==> src/rtl/regfile_pkg.sv <==
// Shared defaults and helpers for the register file with pending scoreboard.
package regfile_pkg;

    localparam int DEF_WIDTH = 16;
    localparam int DEF_DEPTH = 16;

    // Constant-foldable clog2: smallest w such that 2**w >= depth.
    function automatic int addr_width(input int depth);
        int w;
        w = 0;
        for (int i = 0; i < 31; i++) begin
            if ((1 << i) < depth) w = i + 1;
        end
        return w;
    endfunction

endpackage

==> src/rtl/regfile_scoreboard_if.sv <==
// Decode/write-back bus of the register file: write port, two read ports, reserve port.
interface regfile_scoreboard_if
    import regfile_pkg::*;
#(
    parameter int WIDTH = DEF_WIDTH,
    parameter int DEPTH = DEF_DEPTH
) ();
    localparam int AW = addr_width(DEPTH);

    logic             wr_en;
    logic [AW-1:0]    wr_addr;
    logic [WIDTH-1:0] wr_data;
    logic             rd_en_a;
    logic [AW-1:0]    rd_addr_a;
    logic [WIDTH-1:0] rd_data_a;
    logic             rd_valid_a;
    logic             rd_pend_a;
    logic             rd_en_b;
    logic [AW-1:0]    rd_addr_b;
    logic [WIDTH-1:0] rd_data_b;
    logic             rd_valid_b;
    logic             rd_pend_b;
    logic             rsv_en;
    logic [AW-1:0]    rsv_addr;
    logic             rsv_err;
    logic [DEPTH-1:0] pending;

    modport master (
        output wr_en, wr_addr, wr_data,
        output rd_en_a, rd_addr_a, rd_en_b, rd_addr_b,
        output rsv_en, rsv_addr,
        input  rd_data_a, rd_valid_a, rd_pend_a,
        input  rd_data_b, rd_valid_b, rd_pend_b,
        input  rsv_err, pending
    );

    modport slave (
        input  wr_en, wr_addr, wr_data,
        input  rd_en_a, rd_addr_a, rd_en_b, rd_addr_b,
        input  rsv_en, rsv_addr,
        output rd_data_a, rd_valid_a, rd_pend_a,
        output rd_data_b, rd_valid_b, rd_pend_b,
        output rsv_err, pending
    );
endinterface

==> src/rtl/regfile_read_port.sv <==
// One registered read port: write bypass, register-0 masking, and data/valid/pend flops.
module regfile_read_port #(
    parameter int WIDTH   = 16,
    parameter int AW      = 4,
    parameter bit ZERO_R0 = 1'b0
) (
    input  logic             clk,
    input  logic             reset,
    input  logic             rd_en,
    input  logic [AW-1:0]    rd_addr,
    input  logic [WIDTH-1:0] mem_data,
    input  logic             wr_en,
    input  logic [AW-1:0]    wr_addr,
    input  logic [WIDTH-1:0] wr_data,
    input  logic             pend_next,
    output logic [WIDTH-1:0] rd_data,
    output logic             rd_valid,
    output logic             rd_pend
);
    logic [WIDTH-1:0] data_d, data_q;
    logic             valid_d, valid_q;
    logic             pend_d, pend_q;

    always_comb begin
        data_d  = data_q;
        pend_d  = pend_q;
        valid_d = rd_en;
        if (rd_en) begin
            // Register 0 masking takes priority so a dropped write never bypasses.
            if (ZERO_R0 && rd_addr == '0) begin
                data_d = '0;
            end else if (wr_en && wr_addr == rd_addr) begin
                data_d = wr_data;
            end else begin
                data_d = mem_data;
            end
            pend_d = pend_next;
        end
    end

    always_ff @(posedge clk) begin
        if (reset) begin
            data_q  <= '0;
            valid_q <= 1'b0;
            pend_q  <= 1'b0;
        end else begin
            data_q  <= data_d;
            valid_q <= valid_d;
            pend_q  <= pend_d;
        end
    end

    assign rd_data  = data_q;
    assign rd_valid = valid_q;
    assign rd_pend  = pend_q;
endmodule

==> src/rtl/regfile_scoreboard.sv <==
// Register file with one write port, two bypassed registered read ports and a
// per-register pending scoreboard for multi-cycle producers.
module regfile_scoreboard
    import regfile_pkg::*;
#(
    parameter int WIDTH   = DEF_WIDTH,
    parameter int DEPTH   = DEF_DEPTH,
    parameter bit ZERO_R0 = 1'b0
) (
    input  logic                 clk,
    input  logic                 reset,
    regfile_scoreboard_if.slave  bus
);
    localparam int AW = addr_width(DEPTH);

    logic [WIDTH-1:0] mem_d [DEPTH];
    logic [WIDTH-1:0] mem_q [DEPTH];
    logic [DEPTH-1:0] pending_d, pending_q;
    logic             rsv_err_d, rsv_err_q;
    logic             wr_drop;
    logic             rsv_drop;

    assign wr_drop  = ZERO_R0 && bus.wr_addr == '0;
    assign rsv_drop = ZERO_R0 && bus.rsv_addr == '0;

    always_comb begin
        mem_d     = mem_q;
        pending_d = pending_q;
        rsv_err_d = 1'b0;
        if (bus.wr_en && !wr_drop) mem_d[bus.wr_addr] = bus.wr_data;
        if (bus.wr_en) pending_d[bus.wr_addr] = 1'b0;
        // Reserve is applied after the write clear: a same-cycle reserve is the newer producer.
        if (bus.rsv_en && !rsv_drop) begin
            rsv_err_d                = pending_q[bus.rsv_addr];
            pending_d[bus.rsv_addr]  = 1'b1;
        end
        if (ZERO_R0) pending_d[0] = 1'b0;
    end

    always_ff @(posedge clk) begin
        if (reset) begin
            mem_q     <= '{default: '0};
            pending_q <= '0;
            rsv_err_q <= 1'b0;
        end else begin
            mem_q     <= mem_d;
            pending_q <= pending_d;
            rsv_err_q <= rsv_err_d;
        end
    end

    assign bus.pending = pending_q;
    assign bus.rsv_err = rsv_err_q;

    regfile_read_port #(.WIDTH(WIDTH), .AW(AW), .ZERO_R0(ZERO_R0)) u_port_a (
        .clk       (clk),
        .reset     (reset),
        .rd_en     (bus.rd_en_a),
        .rd_addr   (bus.rd_addr_a),
        .mem_data  (mem_q[bus.rd_addr_a]),
        .wr_en     (bus.wr_en),
        .wr_addr   (bus.wr_addr),
        .wr_data   (bus.wr_data),
        .pend_next (pending_d[bus.rd_addr_a]),
        .rd_data   (bus.rd_data_a),
        .rd_valid  (bus.rd_valid_a),
        .rd_pend   (bus.rd_pend_a)
    );

    regfile_read_port #(.WIDTH(WIDTH), .AW(AW), .ZERO_R0(ZERO_R0)) u_port_b (
        .clk       (clk),
        .reset     (reset),
        .rd_en     (bus.rd_en_b),
        .rd_addr   (bus.rd_addr_b),
        .mem_data  (mem_q[bus.rd_addr_b]),
        .wr_en     (bus.wr_en),
        .wr_addr   (bus.wr_addr),
        .wr_data   (bus.wr_data),
        .pend_next (pending_d[bus.rd_addr_b]),
        .rd_data   (bus.rd_data_b),
        .rd_valid  (bus.rd_valid_b),
        .rd_pend   (bus.rd_pend_b)
    );
endmodule
==> src/flat_wrapper.sv <==
// flat-port wrapper written by rule: the top's interface ports become plain ports
module regfile_scoreboard_flat import regfile_pkg::*;
#(
    parameter int WIDTH   = DEF_WIDTH,
    parameter int DEPTH   = DEF_DEPTH,
    parameter bit ZERO_R0 = 1'b0
)
  (clk, reset, bus_wr_en, bus_wr_addr, bus_wr_data, bus_rd_en_a, bus_rd_addr_a, bus_rd_en_b, bus_rd_addr_b, bus_rsv_en, bus_rsv_addr, bus_rd_data_a, bus_rd_valid_a, bus_rd_pend_a, bus_rd_data_b, bus_rd_valid_b, bus_rd_pend_b, bus_rsv_err, bus_pending);
  regfile_scoreboard_if #(.WIDTH(WIDTH), .DEPTH(DEPTH)) bus_i ();
  input  logic clk;
  input  logic reset;
  input wire logic [$bits(bus_i.wr_en)-1:0] bus_wr_en;
  input wire logic [$bits(bus_i.wr_addr)-1:0] bus_wr_addr;
  input wire logic [$bits(bus_i.wr_data)-1:0] bus_wr_data;
  input wire logic [$bits(bus_i.rd_en_a)-1:0] bus_rd_en_a;
  input wire logic [$bits(bus_i.rd_addr_a)-1:0] bus_rd_addr_a;
  input wire logic [$bits(bus_i.rd_en_b)-1:0] bus_rd_en_b;
  input wire logic [$bits(bus_i.rd_addr_b)-1:0] bus_rd_addr_b;
  input wire logic [$bits(bus_i.rsv_en)-1:0] bus_rsv_en;
  input wire logic [$bits(bus_i.rsv_addr)-1:0] bus_rsv_addr;
  output wire logic [$bits(bus_i.rd_data_a)-1:0] bus_rd_data_a;
  output wire logic [$bits(bus_i.rd_valid_a)-1:0] bus_rd_valid_a;
  output wire logic [$bits(bus_i.rd_pend_a)-1:0] bus_rd_pend_a;
  output wire logic [$bits(bus_i.rd_data_b)-1:0] bus_rd_data_b;
  output wire logic [$bits(bus_i.rd_valid_b)-1:0] bus_rd_valid_b;
  output wire logic [$bits(bus_i.rd_pend_b)-1:0] bus_rd_pend_b;
  output wire logic [$bits(bus_i.rsv_err)-1:0] bus_rsv_err;
  output wire logic [$bits(bus_i.pending)-1:0] bus_pending;
  assign bus_i.wr_en = bus_wr_en;
  assign bus_i.wr_addr = bus_wr_addr;
  assign bus_i.wr_data = bus_wr_data;
  assign bus_i.rd_en_a = bus_rd_en_a;
  assign bus_i.rd_addr_a = bus_rd_addr_a;
  assign bus_i.rd_en_b = bus_rd_en_b;
  assign bus_i.rd_addr_b = bus_rd_addr_b;
  assign bus_i.rsv_en = bus_rsv_en;
  assign bus_i.rsv_addr = bus_rsv_addr;
  assign bus_rd_data_a = bus_i.rd_data_a;
  assign bus_rd_valid_a = bus_i.rd_valid_a;
  assign bus_rd_pend_a = bus_i.rd_pend_a;
  assign bus_rd_data_b = bus_i.rd_data_b;
  assign bus_rd_valid_b = bus_i.rd_valid_b;
  assign bus_rd_pend_b = bus_i.rd_pend_b;
  assign bus_rsv_err = bus_i.rsv_err;
  assign bus_pending = bus_i.pending;
  regfile_scoreboard #(.WIDTH(WIDTH), .DEPTH(DEPTH), .ZERO_R0(ZERO_R0)) u_core (.clk(clk), .reset(reset), .bus(bus_i));
endmodule
==> config.mk <==
export PLATFORM = sky130hd
export DESIGN_NAME = regfile_scoreboard_flat
export DESIGN_NICKNAME = d
export VERILOG_FILES = /design/src/rtl/regfile_pkg.sv /design/src/rtl/regfile_scoreboard_if.sv /design/src/rtl/regfile_read_port.sv /design/src/rtl/regfile_scoreboard.sv /design/src/flat_wrapper.sv
export SDC_FILE = /design/constraint.sdc
export NUM_CORES = 1
export LEC_CHECK = 0
export ABC_AREA = 1
export BUFFER_PORTS_ARGS = -buffer_cell sky130_fd_sc_hd__buf_4
export CAP_MARGIN = 5
export CELL_PAD_IN_SITES_DETAIL_PLACEMENT = 1
export CELL_PAD_IN_SITES_GLOBAL_PLACEMENT = 1
export CORE_ASPECT_RATIO = 0.7
export CORE_MARGIN = 1
export CORE_UTILIZATION = 44
export CTS_CLUSTER_SIZE = 12
export DETAILED_ROUTE_END_ITERATION = 8
export PLACE_DENSITY = 0.77
export SLEW_MARGIN = 20
export SYNTH_ARGS = -nofsm -noshare
export SYNTH_HDL_FRONTEND = slang
export SYNTH_SLANG_ARGS = --single-unit
==> constraint.sdc <==
create_clock -name clk -period 1.5 [get_ports clk]
set_input_delay 0 -clock clk [delete_from_list [all_inputs] [get_ports clk]]
set_output_delay 0 -clock clk [all_outputs]
set_load 0.01 [all_outputs]
# Word level (Yosys, flattened, before mapping)
# Cells that the tools add are included.
[totals]
reg_bits = 309
out_inout_bits = 53
word_cells = 72
[classes]
n_lt_le_gt_ge = 10
n_eq_ne = 2
n_mux = 23
bitwise = 7
reduce_logical = 6
[op_table]
columns = ["operator", "count"]
rows = [
  ["256-bit bitwise mux", 1],
  ["16-bit 2-to-1 mux", 9],
  ["16-bit binary-select mux with 4-bit select", 2],
  ["16-bit demux with 4-bit select", 1],
  ["4-bit by 5-bit < comparator with 1-bit output, second input constant", 4],
  ["16-bit bitwise AND", 1],
  ["16-bit inverter", 1],
  ["16-bit OR", 1],
  ["5-bit >= comparator, second input constant", 3],
  ["4-bit inverter with 5-bit output", 3],
  ["1-bit binary-select mux with 4-bit select", 3],
  ["1-bit demux with 4-bit select", 2],
  ["4-bit == test", 2],
  ["4-bit by 1-bit >= comparator with 1-bit output, second input constant", 2],
  ["1-bit logical AND", 5],
  ["5-bit by 1-bit < comparator with 1-bit output, second input constant", 1],
  ["1-bit 2-to-1 mux", 5],
  ["2-bit OR reduction", 1],
  ["1-bit inverter", 1],
]

# Longest topological paths before layout
# Gate-level depths: netlist of the first run.
[depth]
word_depth = 11
ltp_mapped = 12
ltp_nobuf = 11

# Hierarchy
# Synthesis of the first run repeated with hierarchy kept, for this count alone.
[hier_totals]
hier_cells = 2526
hier_area_um2 = 16738.6
[modules_own_cells]
columns = ["module", "n_inst", "cells_each", "area_per_inst_um2", "seq_area_each_um2"]
rows = [
  ["regfile_scoreboard", 1, 2192, 14556.5, 5465.2],
  ["regfile_read_port", 2, 167, 1091.0, 360.3],
]

# Least setup slack after synthesis of the first run
# OpenSTA, ideal clock, no wires.
[synth_timing]
path_type = "input-to-reg"
startpoint = "input bus_wr_en"
endpoint = "register u_core.u_port_b.pend_q, in the netlist u_core.u_port_b.rd_pend"
arrival_ns = 1.056
required_time_ns = 1.391
path_slack_ns = 0.335
path_stages = 12
n_path_buf = 1
cell_sequence = "buf_4 > nand2_1 > nor2_1 > nand2_1 > nand2_1 > nand3_1 > nand3_1 > nand3_1 > nand3_1 > nand3_1 > nand2_1 > inv_1"
[synth_between]
elab_chain_len = 5
[synth_lines]
columns = ["element", "line", "text"]
rows = [
  ["from (decl)", "flat_wrapper.sv:12", "input wire logic [$bits(bus_i.wr_en)-1:0] bus_wr_en;"],
  ["16-bit 2-to-1 mux (*)", "regfile_scoreboard.sv:31", "if (bus.wr_en) pending_d[bus.wr_addr] = 1'b0;"],
  ["16-bit OR (no line)", "n/a", ""],
  ["16-bit 2-to-1 mux (*)", "regfile_scoreboard.sv:33", "if (bus.rsv_en && !rsv_drop) begin"],
  ["1-bit binary-select mux with 4-bit select (*)", "regfile_scoreboard.sv:79", ".pend_next (pending_d[bus.rd_addr_b]),"],
  ["1-bit 2-to-1 mux (implied by the code) (*)", "regfile_scoreboard.sv:79", ""],
  ["to (signal assigned)", "regfile_read_port.sv:49", "pend_q <= pend_d;"],
  ["to (decl)", "regfile_read_port.sv:22", "logic pend_d, pend_q;"],
]
# Every way passes the cells marked *; elsewhere a longest branch is shown, timed or not. The select of a mux whose other input is x is not followed.
# A chain may end at the register's enable or synchronous reset.

# Worst setup path after layout of the first run
[layout_timing]
startpoint = "input bus_rd_addr_a[3]"
endpoint = "register u_core.u_port_a.data_q[6], in the netlist u_core.u_port_a.rd_data[6]"
[layout_between]
elab_chain_len = 5
[layout_lines]
columns = ["element", "line", "text"]
rows = [
  ["from (decl)", "flat_wrapper.sv:16", "input wire logic [$bits(bus_i.rd_addr_a)-1:0] bus_rd_addr_a;"],
  ["4-bit inverter with 5-bit output (implied by the code)", "regfile_scoreboard.sv:60", ".mem_data (mem_q[bus.rd_addr_a]),"],
  ["16-bit binary-select mux with 4-bit select", "regfile_scoreboard.sv:60", ""],
  ["16-bit 2-to-1 mux (implied by the code) (2 in series)", "regfile_scoreboard.sv:60", ""],
  ["16-bit 2-to-1 mux (*)", "regfile_read_port.sv:32", "end else if (wr_en && wr_addr == rd_addr) begin"],
  ["to (signal assigned)", "regfile_read_port.sv:47", "data_q <= data_d;"],
  ["to (decl)", "regfile_read_port.sv:20", "logic [WIDTH-1:0] data_d, data_q;"],
]
# Marked as above.

==> out/results.txt, run 1 <==
outcome: complete, but fails checks
failing checks: hold timing
CP required: 1.95 ns
Clock H-tree levels: 2
TritonCTS Buffers: 35
Data arrival, critical path: 1.94 ns
Fin. Hold Viols: 5
multiplexer share of the synthesized area: 0
placed wire-length estimate: 45700 um
Via Count: 18.2k
Avg WL per Cell: 24.0 um
Final ANT Viol Nets: 0
GRT Overall Usage: 0.373
Leakage: 7.48 nW
crit share post-route: 0.993
setup ws final: 0.0107 ns
CTS root buffer: clkbuf_16
Initial Utilization: 0.453
Min Hold Slack: -0.0319 ns
top cell type's share of synthesized area: 0.387
worst vdd ir: 0.000647 V
Yosys reg bits: 309
core area: 35200 um2
Total Wirelength: 70500 um
Vert. Die Dim: 161 um
P&R area growth vs syn: 20.7%
Layout Nets: 2487
die width: 230 um
clk buf depth: 3
part of the Yosys area used for sequential elements: 0.387
Synth area leader: dfxtp_1
Cell variety after synth: 21
CP Capture Type: flip-flop
HP Class: primary input to flip-flop
combinational family with the most area after synthesis: compound AO/OA/AOI/OAI gates
Pre-Repair DR Iteration Count: 5
post-synthesis compound-gate area fraction: 0.324
CTS Sinks: 309
Final Critical Period: 1.49 ns
Tightest Pin Transition: 0.535 ns
worst setup path class: primary input to flip-flop
Post-Syn Instances: 2366
clock skew: 0.0161 ns
Inst Count DP: 2845
Max Cap Viol: 0
DRC: 0
Mapped Avg Cell Area: 6.75 um2
Pwr per Cell Area: 1060 nW/um2
synthesized area: 16000 um2
# port buffers: 90
post-route cell area: 19300 um2
post-synthesis simple-gate area fraction: 0.177
die area: 37100 um2
Vias/cell: 6.20
Synth warnings: 0
Skew-Pair Late Insertion Delay: 0.54 ns
pre-CTS setup slack: -0.0657 ns
gr ovfl total: 0
final non-filler cell total: 2944
final-layout fill cell count: 4549
Final Max Tran Viols: 0
Slew HR: 0.644
final setup fails: 0
Worst-path clk slew: 0.07 ns
CP Launch Type: primary input
CTS tree: built
layout cells sized above 1: 0.123
DR iter-0 viols: 2025
most frequent cells in the layout: o21ai_0, a21oi_1, dfxtp_1
RSZ-0062 raised after global routing: yes
vias in the first global route: 17.9k
Final GP Congestion: 0.934
Area after DPL: 17700 um2
num ports: 91
f_max: 671 MHz
antenna violations before repair: 4
Area contributors post-synth: dfxtp_1, o21ai_0, a21oi_1, nand3_1, o211ai_1
Critical Path Fanout Max: 11
commonest non-fill, non-tap cell in the layout: o21ai_0
largest net degree at the start of global routing: 77
FP Rows: 57
Post-Synth XOR/XNOR Area: 0
Pwr Total: 0.0204 W
syn_nets: 2404
global-route wire length before repair: 106000 um
post-synthesis adder-cell area fraction: 0
repair_timing:
action                                  in CTS  in global routing
endpoints found under the setup margin       0                 56
setup buffers                                0                  9
endpoints found under the hold margin      301                  0
gates resized for setup                      0                 26
hold buffers                                30                  0
cells by family after synthesis:
logic type,Yosys count
compound gates,961
buf+inv,446
flops,309
simple gates,650
flip-flops by register name (all words and copies together) (netlist names):
name and flops:
u_core.u_port_b.rd_valid 1, u_core.u_port_a.rd_data 16, u_core.u_port_b.rd_pend 1, u_core.u_port_a.rd_valid 1, u_core.bus.rsv_err 1, u_core.mem_q 256
u_core.bus.pending 16, u_core.u_port_a.rd_pend 1, u_core.u_port_b.rd_data 16
final timing paths:
kind | to | from | slack, ns | cells past startpoint
max | u_core.u_port_a.rd_data[6]$_SDFFE_PP0P_ | bus_rd_addr_a[3] | 0.01 | 10
min | u_core.bus.pending[8]$_SDFF_PP0_ | bus_rsv_addr[0] | -0.03 | 5
max reg2reg | u_core.u_port_a.rd_data[9]$_SDFFE_PP0P_ | u_core.mem_q[233]$_SDFFE_PP0P_ | 0.10 | 9
min reg2reg | u_core.mem_q[113]$_SDFFE_PP0P_ | u_core.mem_q[113]$_SDFFE_PP0P_ | 0.46 | 2
through the flow:
| step | utilization | TNS (ns) |
|---|---|---|
| 2_1_floorplan | - | 0 |
| 3_3_place_gp | 0.503 | -0.0175 |
| 3_5_place_dp | 0.503 | -0.134 |
| 4_1_cts | 0.542 | 0 |
| 5_1_grt | 0.547 | -0.00475 |
| 6_report | 0.547 | 0 |
per-layer routing:
| layer | vias up | track usage | part of all wire |
|---|---|---|---|
| li1 | 8296 | - | - |
| met1 | 8943 | 0.518 | 0.44 |
| met2 | 860 | 0.564 | 0.43 |
| met3 | 147 | 0.0989 | 0.11 |
| met4 | 2 | 0.112 | 0.028 |
| met5 | - | 0 | 0.00018 |
final cells by class:
class / count / area (um2) / area share
flip-flops and latches: 309 / 6190 / 0.321
inverters: 230 / 876 / 0.0454
clock buffers: 51 / 1020 / 0.0528
repair buffers: 262 / 2490 / 0.129
multi-input cells: 1611 / 8050 / 0.418
clock inverters: 8 / 65.1 / 0.00338
well taps: 472 / 591 / 0.0306
diodes: 1 / 2.50 / 0.000130
where the power goes:
part,switching (W),internal [W],leakage (nW),total [W]
sequential,0.000196,0.00845,2.51,0.00864
combinational,0.00208,0.00115,4.43,0.00324
clock,0.00365,0.00487,0.538,0.00852
critical path, cell delays in order:
cell,delay [ns]
dlygate4sd3_1,0.55
buf_6,0.17
clkinvlp_4,0.16
buf_12,0.16
clkbuf_16,0.18
nand3_1,0.10
nand3_1,0.15
nand2_1,0.13
nand2_1,0.13
a21oi_1,0.20
cells in the mapped netlist (all sizes together):
library cell,number
dfxtp,309
nand3,300
o21bai,1
inv,227
a41oi,1
buf,93
nor2,150
clkbuf,123
o21ai,438
a22oi,4
clkinv,3
nand2,200
o22ai,4
o211ai,129
a221oi,2
a21oi,382
No activity file was read; power rests on OpenSTA's default activity.
==> run 2: changes to the inputs <==
CAP_MARGIN = 20   (was 5)
CORE_ASPECT_RATIO = default   (was 0.7)
CTS_BUF_LIST = sky130_fd_sc_hd__clkbuf_8 sky130_fd_sc_hd__clkbuf_16   (was default)
==> run 2 against run 1 <==
Against the previous run: the run ends with DRC, setup timing left; die area barely moved; combinational power down 2%; clock power up 3.8%; register-to-register slack about the same; critical path depth unchanged; flip-flop and latch count stayed put; via count shrank 0.97%; sequential share of layout area is essentially flat; non-clock buffer count fell by 16; power increased by 1.3%; global-route usage increased by 0.29 points; largest cell class unchanged.
==> out/results.txt, run 2 (synthesis gave the netlist of run 1 again) <==
outcome: complete, but fails checks
failing checks: DRC, setup timing
hold endpoint: u_core.bus.pending[15]$_SDFF_PP0_
Vert. Die Dim: 193 um (+19%)
Critical Path Fanout Max: 19 (+8)
Pwr Total: 0.0207 W (+1.3%)
Via Count: 18.1k (-0.97%)
Final Critical Period: 1.52 ns (+0.0315 ns)
antenna violations before repair: 0 (-4)
RSZ-0062 raised after global routing: yes
clock skew: 0.0139 ns (-0.00221 ns)
worst setup path class: primary input to flip-flop
CTS Sinks: 309 (unchanged)
GRT Overall Usage: 0.376 (+0.00287)
commonest non-fill, non-tap cell in the layout: o21ai_0
Total Wirelength: 70000 um (-0.79%)
Final Util: 0.541 (-0.00616)
Pwr per Cell Area: 1070 nW/um2 (+1.2%)
DR iter-0 viols: 1571 (-22%)
Final ANT Viol Nets: 0 (unchanged)
Inst Count DP: 2821 (-0.84%)
FF-to-FF path depth: 9 (unchanged)
largest net degree at the start of global routing: 99 (+29%)
Critical Path, Cell by Cell: dlygate4sd3_1 > buf_6 > clkinvlp_4 > o22ai_1 > a21oi_1 > nand3_2 > buf_12 > o21ai_0 > buf_4 > a21oi_1
final non-filler cell total: 2925 (-0.65%)
Pre-Repair DR Iteration Count: 7 (+2)
P&R area growth vs syn: 20.7% (about the same)
f_max: 658 MHz (-2.1%)
die area: 37100 um2 (about the same)
Data arrival, critical path: 1.95 ns (about the same)
Critical-path top delay cell: dlygate4sd3_1
TritonCTS Buffers: 38 (+8.6%)
Clock H-tree levels: 2 (unchanged)
global-route wire length before repair: 105000 um (-0.88%)
crit share post-route: 1.01 (+0.0210)
Worst-path clk slew: 0.05 ns (-0.02 ns)
Max Cap Viol: 0 (unchanged)
core area: 35700 um2 (+1.2%)
# port buffers: 90 (unchanged)
clk buf depth: 3 (unchanged)
final setup fails: 8 (+8)
worst vdd ir: 0.000976 V (+51%)
vias in the first global route: 17.8k (-0.33%)
layout cells sized above 1: 0.122 (-0.00163)
Tightest Pin Transition: 0.601 ns (+0.0666 ns)
largest register by flop count: u_core.mem_q
FP Rows: 69 (+21%)
critical path's most frequent cell: a21oi_1
Slew HR: 0.599 (-0.0448)
HP Class: primary input to flip-flop
die width: 193 um (-16%)
CTS root buffer: clkbuf_16
Final GP Congestion: 0.894 (-4.2%)
Fin. Hold Viols: 0 (-5)
Leakage: 7.50 nW (+0.32%)
CP Capture Type: flip-flop
RR Endpoint: u_core.u_port_b.rd_data[4]$_SDFFE_PP0P_
Final Max Tran Viols: 0 (unchanged)
CP Launch Type: primary input
CTS tree: built
placed wire-length estimate: 43500 um (-4.8%)
Avg WL per Cell: 23.9 um (-0.15%)
HP Start: bus_wr_addr[1]
WP buf/inv: 5 (unchanged)
R2R Path Start: u_core.mem_q[100]$_SDFFE_PP0P_
setup ws final: -0.0208 ns (-0.0315 ns)
gr ovfl total: 0 (unchanged)
hold path depth: 4 (-1)
Largest register FFs: 256 (unchanged)
register-to-register setup slack: 0.11 ns (about the same)
num ports: 91 (unchanged)
cell family with most CP delay: buffers and inverters
Vias/cell: 6.18 (-0.33%)
Skew-Pair Late Insertion Delay: 0.56 ns (+0.02 ns)
crit-path max cell delay: 0.56 ns (about the same)
most frequent cells in the layout: o21ai_0, a21oi_1, dfxtp_1
DRC: 8 (+8)
CP required: 1.93 ns (-0.02 ns)
Layout Nets: 2474 (-0.52%)
Initial Utilization: 0.448 (-0.00539)
[run 2: cell types whose count changed in the layout (fill, tap and decap cells not counted), sizes merged, moves of 2 or more]
cell / change
buf: -21
inv: +12
dlygate4sd3: +3
clkinv: +2
clkbuf: -4
[run 2: timing repair]
item / CTS / global route
endpoints found under the hold margin: 307 / 0
gates resized for setup: 0 / 33
setup endpoints to repair: 0 / 79
hold buffers: 33 / 0
setup buffers: 0 / 1
[run 2: worst min-delay path, delay by kind of cell]
kind / cells / cell delay (ns)
compound gates: 2 / 0.27
simple gates: 1 / 0.12
buf+inv: 1 / 0.15
[run 2: worst max path at each step]
| stage | slack [ns] | depth (start not counted) | from | end |
|---|---|---|---|---|
| after floorplan | 0.33 | 12 | bus_wr_en | u_core.u_port_b.rd_pend$_SDFFE_PP0P_ |
| after global placement | 0.02 | 12 | bus_wr_addr[3] | u_core.u_port_b.rd_pend$_SDFFE_PP0P_ |
| after detailed placement | -0.02 | 9 | bus_wr_addr[3] | u_core.mem_q[86]$_SDFFE_PP0P_ |
| after CTS | 0.02 | 11 | bus_wr_addr[0] | u_core.u_port_b.rd_data[4]$_SDFFE_PP0P_ |
| after global routing | -0.07 | 13 | bus_rsv_addr[0] | u_core.u_port_a.rd_pend$_SDFFE_PP0P_ |
| final | -0.02 | 10 | bus_wr_addr[0] | u_core.u_port_a.rd_data[5]$_SDFFE_PP0P_ |
[run 2: where the power goes]
group	total (W)	internal (W)	switching [W]
Combinational	0.00318	0.00114	0.00204
Sequential	0.00863	0.00845	0.000183
Clock	0.00884	0.00505	0.00379
Total	0.0207	0.0146	0.00602
[run 2: area by class of cell]
class                      count  area, um2
sequential                   309       6190
timing repair buffer         246       2390
clock buffer                  46       1070
antenna                        1       2.50
inverter                     230        872
fill                        4630      16400
tap                          461        577
clock inverter                21       98.8
multi-input combinational   1611       8100
[run 2: routing by layer]
metal  routed length (um)  GRT usage  vias to the layer above
met2                31300      0.594                      689
met3                 5340     0.0629                      173
met1                30400      0.504                     8920
li1                     -          -                     8289
met4                 2940      0.160                        0
met5                    0          0                        -
[run 2: metrics by stage]
| stage | TNS [ns] | setup slack [ns] | hold slack [ns] | instance area, um2 |
|---|---|---|---|---|
| 2_1_floorplan | 0 | 0.335 | 0.168 | 16000 |
| 3_3_place_gp | 0 | 0.0249 | 0.338 | 17600 |
| 3_5_place_dp | -0.0223 | -0.0210 | 0.345 | 17600 |
| 4_1_cts | 0 | 0.0151 | 0.00143 | 19100 |
| 5_1_grt | -0.508 | -0.0680 | 0.0729 | 19300 |
| 6_report | -0.0877 | -0.0208 | 0.0318 | 19300 |
